--- src/rtl/hazard_scoreboard.sv ---
// D-stage hazard unit: shift-register scoreboard of in-flight GRF writers driving stall and forward selects.
// Optional: define HAZ_EPC_STALL_EN to hold eret while an mtc0-to-EPC is still in flight.
module hazard_scoreboard #(
  parameter int STAGES = 3,
  parameter int TW     = 2,
  localparam int SELW  = $clog2(STAGES + 1)
) (
  input  logic            clk,
  input  logic            reset,
  input  logic            flush,
  input  logic [4:0]      d_rs,
  input  logic [4:0]      d_rt,
  input  logic            d_rs_use,
  input  logic            d_rt_use,
  input  logic [TW-1:0]   d_tuse_rs,
  input  logic [TW-1:0]   d_tuse_rt,
  input  logic [4:0]      d_waddr,
  input  logic            d_we,
  input  logic [TW-1:0]   d_tnew,
  input  logic            d_md,
  input  logic            d_start,
  input  logic            d_mtc0_epc,
  input  logic            d_eret,
  input  logic            mdu_busy,
  output logic            stall,
  output logic [SELW-1:0] fwd_rs_sel,
  output logic [SELW-1:0] fwd_rt_sel,
  output logic [SELW-1:0] occupancy
);

  logic [4:0]    addr_q [1:STAGES];
  logic [4:0]    addr_d [1:STAGES];
  logic [TW-1:0] tnew_q [1:STAGES];
  logic [TW-1:0] tnew_d [1:STAGES];
  logic          start_q, start_d;

  logic            rsHit, rtHit;
  logic [TW-1:0]   rsTnew, rtTnew;
  logic [SELW-1:0] rsStage, rtStage, occCount;
  logic            rsStall, rtStall, mduStall, epcStall;

`ifdef HAZ_EPC_STALL_EN
  logic [STAGES:1] epc_q, epc_d;

  always_comb begin
    epc_d = epc_q;
    if (flush) begin
      epc_d = '0;
    end else begin
      for (int k = STAGES; k >= 2; k--) begin
        epc_d[k] = epc_q[k-1];
      end
      epc_d[1] = stall ? 1'b0 : d_mtc0_epc;
    end
  end

  always_ff @(posedge clk or posedge reset) begin
    if (reset) begin
      epc_q <= '0;
    end else begin
      epc_q <= epc_d;
    end
  end

  assign epcStall = d_eret && (|epc_q);
`else
  logic unusedEpcInputs;
  assign unusedEpcInputs = d_mtc0_epc ^ d_eret;
  assign epcStall = 1'b0;
`endif

  // Tracked stages advance even while D is frozen; a stall only turns the E slot into a bubble.
  always_comb begin
    addr_d  = addr_q;
    tnew_d  = tnew_q;
    start_d = start_q;
    if (flush) begin
      for (int k = 1; k <= STAGES; k++) begin
        addr_d[k] = '0;
        tnew_d[k] = '0;
      end
      start_d = 1'b0;
    end else begin
      for (int k = STAGES; k >= 2; k--) begin
        addr_d[k] = addr_q[k-1];
        tnew_d[k] = (tnew_q[k-1] == '0) ? '0 : tnew_q[k-1] - TW'(1);
      end
      if (stall) begin
        addr_d[1] = '0;
        tnew_d[1] = '0;
        start_d   = 1'b0;
      end else begin
        addr_d[1] = d_we ? d_waddr : 5'd0;
        tnew_d[1] = d_tnew;
        start_d   = d_start;
      end
    end
  end

  always_ff @(posedge clk or posedge reset) begin
    if (reset) begin
      for (int k = 1; k <= STAGES; k++) begin
        addr_q[k] <= '0;
        tnew_q[k] <= '0;
      end
      start_q <= 1'b0;
    end else begin
      addr_q  <= addr_d;
      tnew_q  <= tnew_d;
      start_q <= start_d;
    end
  end

  // Scan oldest to youngest so the youngest matching writer overrides older, shadowed ones.
  always_comb begin
    rsHit    = 1'b0;
    rtHit    = 1'b0;
    rsTnew   = '0;
    rtTnew   = '0;
    rsStage  = '0;
    rtStage  = '0;
    occCount = '0;
    for (int k = STAGES; k >= 1; k--) begin
      if (addr_q[k] != 5'd0) begin
        occCount = occCount + SELW'(1);
        if (addr_q[k] == d_rs) begin
          rsHit   = 1'b1;
          rsTnew  = tnew_q[k];
          rsStage = SELW'(k);
        end
        if (addr_q[k] == d_rt) begin
          rtHit   = 1'b1;
          rtTnew  = tnew_q[k];
          rtStage = SELW'(k);
        end
      end
    end
  end

  assign rsStall  = d_rs_use && rsHit && (rsTnew > d_tuse_rs);
  assign rtStall  = d_rt_use && rtHit && (rtTnew > d_tuse_rt);
  assign mduStall = d_md && (mdu_busy || start_q);
  assign stall    = rsStall || rtStall || mduStall || epcStall;

  assign fwd_rs_sel = (rsHit && rsTnew == '0) ? rsStage : '0;
  assign fwd_rt_sel = (rtHit && rtTnew == '0) ? rtStage : '0;
  assign occupancy  = occCount;

endmodule

--- config.mk ---
export PLATFORM = sky130hd
export DESIGN_NAME = hazard_scoreboard
export DESIGN_NICKNAME = d
export VERILOG_FILES = /design/src/rtl/hazard_scoreboard.sv
export SDC_FILE = /design/constraint.sdc
export NUM_CORES = 1
export LEC_CHECK = 0
export CAP_MARGIN = 10
export CORE_UTILIZATION = 49
export DETAILED_ROUTE_END_ITERATION = 10
export GPL_TIMING_DRIVEN = 0
export PLACE_DENSITY = 0.78
export SLEW_MARGIN = 20
export SYNTH_ARGS = -nofsm -noshare
export SYNTH_HDL_FRONTEND = slang
export SYNTH_SLANG_ARGS = --single-unit
export TNS_END_PERCENT = 30
--- constraint.sdc ---
create_clock -name clk -period 4 [get_ports clk]
set_input_delay 0.4 -clock clk [delete_from_list [all_inputs] [get_ports clk]]
set_output_delay 0.4 -clock clk [all_outputs]
set_load 0.01 [all_outputs]
# Word level (Yosys, flattened, before mapping)

Cells that the tools add are included.

Memories kept: 0
Bits in registers: 22
Logic and storage cells: 86
Bits in latches: 0
Bits of input ports: 32
Memory bits (read-only): 0
Memory bits (writable): 0

Shift-type cells: 0
Multiply operators: 0
Eq/ne operators: 6
Muxes and demuxes: 50
Add/subtract/negate cells: 4
Div/mod/pow operators: 0
Order comparisons: 2
Bitwise logic cells: 0
Reduce and logical (&&, ||, !) cells: 17

Operators by type and width:

| cell                                             | number |
|---|---|
| two-way mux 2 bit                                | 31 |
| equality test 5 bit                              | 6 |
| two-way mux 1 bit                                | 15 |
| two-way mux 15 bit                               | 1 |
| nonzero test 5 bit                               | 3 |
| two-way mux 5 bit                                | 2 |
| zero test 2 bit                                  | 4 |
| logical AND 1 bit                                | 7 |
| two-way mux 6 bit                                | 1 |
| adder 2 x 1 -> 2 bit, second input constant      | 2 |
| greater-than comparator 2 bit                    | 2 |
| subtractor 2 x 1 -> 2 bit, second input constant | 2 |
| logical OR 1 bit                                 | 3 |

# Logic depth before layout (Yosys ltp)

Word-level depth: 13
Depth in mapped cells: 11
Depth with buffers taken out: 10

# Worst setup path after synthesis

No wires, ideal clock.

Kind: register -> output
From: register addr_q[11] in the netlist's numbering
To: output stall
Required time: 3.600 ns
Setup slack: 0.855 ns
Cell stages (with the launch flop): 12
Path buffers: 1
Data arrival time: 2.745 ns
Path through: dfrtp_1 -> or4_1 -> nor2_2 -> or4_1 -> buf_2 -> o211ai_1 -> and2_1 -> ha_1 -> nor2b_1 -> o211ai_1 -> o21ai_2 -> or3_1

Cells in the longest elaborated chain, start to end: 7

RTL lines:

| what                                                        | line     | source |
|---|---|---|
| start, declared                                             | 31       | `logic [4:0] addr_q [1:STAGES];` |
| start signal, assigned                                      | 108      | `addr_q <= addr_d;` |
| equality test 5 bit (on tied branches)                      | 126, 131 |  |
| two-way mux 2 bit, or another cell as far along             | 126      | `if (addr_q[k] == d_rs) begin` |
| two-way mux 2 bit or two-way mux 1 bit (tied branches)      | 124      | `if (addr_q[k] != 5'd0) begin` |
| greater-than comparator 2 bit, or another cell as far along | 140      | `assign rsStall = d_rs_use && rsHit && (rsTnew > d_tuse_rs);` |
| logical AND 1 bit (on tied branches)                        | 140, 141 |  |
| logical OR 1 bit * (2 in a row)                             | 143      | `assign stall = rsStall \|\| rtStall \|\| mduStall \|\| epcStall;` |
| end, declared                                               | 25       | `output logic stall,` |

Every way passes the cells marked *; elsewhere a longest branch is shown, timed or not.

# Worst setup path after layout

From: register addr_q[12] in the netlist's numbering
To: output stall

Same word-level chain as after synthesis.

==> metrics.md <==
| Metric | Value |
|---|---|
| Synth Flop Type | `dfrtp_1` |
| Drt drc | `0` |
| Post-synth top cells | `dfrtp_1, xnor2_1, nand2_1, xor2_1, nor2b_1` |
| Die Width | `between 50 and 60 um` |
| Crit path kind | `reg2out` |
| Leakage dissipation | `0.887 nW` |
| WL final | `3.64 mm` |
| Nets | `257` |
| Compound-Gate Fraction of Synth Area | `9.25%` |
| Tot Pwr | `0.473 mW` |
| Worst Setup Start Kind | `flip-flop` |
| WP data required | `~3.6 ns` |
| Total negative slack | `0 ns` |
| Layout cells sized above 1 | `between 10% and 20%` |
| Post-synth ARST share | `between 90% and 100%` |
| Hold Slack | `roughly 0.44 ns` |
| Post-synth EDFFs | `0` |
| Vias/cell | `5.48` |
| Post-Syn Instances | `between 150 and 200` |
| Power density cells | `226 nW/um^2` |
| Crit path cell chain | `or4_4 -> nor2_4 -> or4_4 -> clkbuf_4 -> o211ai_1 -> and2_1 -> ha_1 -> nor2b_1 -> o211ai_1 -> buf_4 -> o21ai_2 -> or3_1 -> clkbuf_2` |
| Largest net degree at the start of global routing | `23` |
| Initial antenna violation count | `0` |
| Pre-Repair DR Iteration Count | `4` |
| Placeable core region | `approximately 3100 sq um` |
| Worst Tran Pin Value | `0.772 ns` |
| First-iteration detailed-routing DRC count | `75` |
| Max Freq | `between 200 and 300 MHz` |
| Row Count | `20` |
| Post-route ant nets | `0` |
| Initial Utilization | `51.4%` |
| Worst-path clk slew | `0.12 ns` |
| RSZ-0062 raised after global routing | `false` |
| Skew-Pair Late Insertion Delay | `0.30 ns` |
| Yosys top cell area share | `35.1%` |
| Routability Congestion | `0.917` |
| Area share of xor/xnor cells in the synthesized design | `~17%` |
| First-pass GRT wire length | `6.00 mm` |
| Filler cell count | `258` |
| Number of max-cap violations | `0` |
| Mapped Area | `approximately 1600 sq um` |
| Register bit total from synthesis | `22` |
| Post-synthesis mux area share | `0%` |
| Most frequent cell after synthesis | `dfrtp_1` |
| GRT Util Overall | `23.0%` |
| Final Critical Period | `approximately 3.8 ns` |
| Area of the die | `around 3400 sq um` |
| CTS root buffer | `clkbuf_4` |
| Vias | `about 1.4k` |
| CP max stage cell | `or4_4` |
| CP bufs+invs | `3` |
| TritonCTS clock tree | `yes` |
| Final hold violation count | `0` |
| Outcome | `finished clean` |
| Ranking of synthesized cells by area | `dfrtp_1, xnor2_1, xor2_1` |
| Sequential share of the synthesized area | `a little over a third` |
| TritonCTS Sinks | `22` |
| Worst EP arrival | `3.42 ns` |
| Worst Setup End Kind | `output port` |
| Post-DP HPWL | `roughly 3 mm` |
| Area delta synth->final | `33.0%` |
| I/O pin cnt | `39` |
| Synth cell types | `32` |
| Buffers on Ports | `36` |
| Slew Limit Fails | `0` |
| Cell family with most CP delay | `simple AND/OR/NAND/NOR gates` |
| Die Ht | `58.6 um` |
| Slew margin rel. | `between 40% and 50%` |
| Largest area contributor in the netlist | `dfrtp_1` |
| Syn_nets | `210` |
| Main combinational cell family by area after synthesis | `simple AND/OR/NAND/NOR gates` |
| Vias in the first global route | `1434` |
| Hold crit path type | `reg2reg` |
| Final clock period utilization by the worst path | `between 90% and 100%` |
| Syn_area_per_cell | `9.12 sq um` |
| GRT Residual Overflow | `0` |
| Post-route clock skew | `0.00386 ns` |
| CTS Buf Count | `3` |
| Antenna Cells | `0` |
| Crit Path Max Fanout | `7` |
| Clock Path Buffers | `2` |
| Syn. warnings | `0` |
| Critical path's largest stage delay | `0.54 ns` |
| Final Util | `68.4%` |
| Worst IR Drop VDD | `0.224 mV` |
| Final Setup Violations | `0` |
| Synth Area in Simple Gates | `30.6%` |
| Avg WL per Cell | `13.9 um` |
| Post-Synth Adder-Cell Area | `4.78%` |
| H-tree lvl count | `1` |
## power by group
part	switching (mW)	leakage, nW	internal, mW	total (mW)
combinational	0.0527	0.571	0.0651	0.118
clock	0.0633	0.0210	0.0555	0.119
sequential	0.00772	0.295	0.228	0.236
## per-layer routing
layer | wire, um | up-vias | GRT usage [%]
met1 | 1510 | 691 | 28.0
met5 | 0 | - | 0
met2 | 1930 | 42 | 42.7
met3 | 176 | 2 | 2.64
met4 | 21 | 0 | 6.46
li1 | - | 701 | -
## logic make-up after synthesis
group,after synthesis
AO/OA/AOI/OAI,19
buffers and inverters,11
AND/OR/NAND/NOR,83
flip-flops,22
adder cells (fa/ha/maj),6
XOR/XNOR,31
## stage by stage
| step | setup slack, ns | area (sq um) | cells |
|---|---|---|---|
| global placement | -0.307 | 1980 | 252 |
| global route | 0.0424 | 2090 | 262 |
| CTS | 0.00625 | 2040 | 258 |
| finish | 0.176 | 2090 | 262 |
| floorplan | 0.855 | 1570 | 172 |
| detailed placement | -0.453 | 1980 | 252 |
## area by class of cell
| type | count | area [sq um] | share of cell area (%) |
|---|---|---|---|
| Buffer | 3 | 18.8 | 0.899 |
| Clock buffer | 4 | 36.3 | 1.74 |
| Inverter | 8 | 30.0 | 1.44 |
| Multi-Input combinational cell | 139 | 1000 | 48.1 |
| Sequential cell | 22 | 556 | 26.6 |
| Tap cell | 44 | 55.1 | 2.64 |
| Timing Repair Buffer | 42 | 388 | 18.6 |
## worst reg2reg max path, stage by stage, from the launching register on
cell      delay (ns)
dfrtp_2         0.48
or4_4           0.54
nor2_4          0.16
or4_4           0.15
clkbuf_4        0.16
o211ai_1        0.12
and2_1          0.20
ha_1            0.28
nor2b_1         0.14
o211ai_1        0.21
buf_4           0.15
o21ai_2         0.06
buf_4           0.17
nor4_1          0.30
## flip-flops by register name, indices dropped and copies added (netlist names)
signal / flops
start_q: 1
addr_q: 15
tnew_q: 6
## cell usage in the layout, fill, tap and decap left out, types with 3 or more instances in the layout
master,count
nor3_1,6
ha_1,6
xor2_1,14
and2_1,5
inv_1,8
o21ai_0,6
or3_1,3
dlygate4sd2_1,10
nand3_1,8
xnor2_1,16
clkbuf_4,4
nand2_1,16
or2_1,3
nor2b_1,13
nor4_1,9
buf_4,7
clkdlybuf4s50_1,25
or4_1,6
nand2b_1,3
dfrtp_1,18
dfrtp_2,4
o211ai_1,6
## worst paths after layout
check / slack, ns / cells past startpoint / endpoint / from
setup / recovery: 0.18 / 13 / stall / addr_q[12]
hold / removal: 0.44 / 1 / tnew_q[0] / tnew_q[2]
setup reg to reg: 0.78 / 13 / addr_q[11] / addr_q[12]
hold reg to reg: 0.44 / 1 / tnew_q[0] / tnew_q[2]
max in group asynchronous: 2.92 / 2 / addr_q[11] / reset
min in group asynchronous: 0.55 / 2 / addr_q[8] / reset
## timing repair
item | 4_1_cts | 5_1_grt
hold buffers | 0 | 0
setup endpoints to repair | 1 | 1
buffers inserted | 2 | 4
pin swaps | 3 | 4
resized for setup | 15 | 9
(Power assumes the default switching activity.)
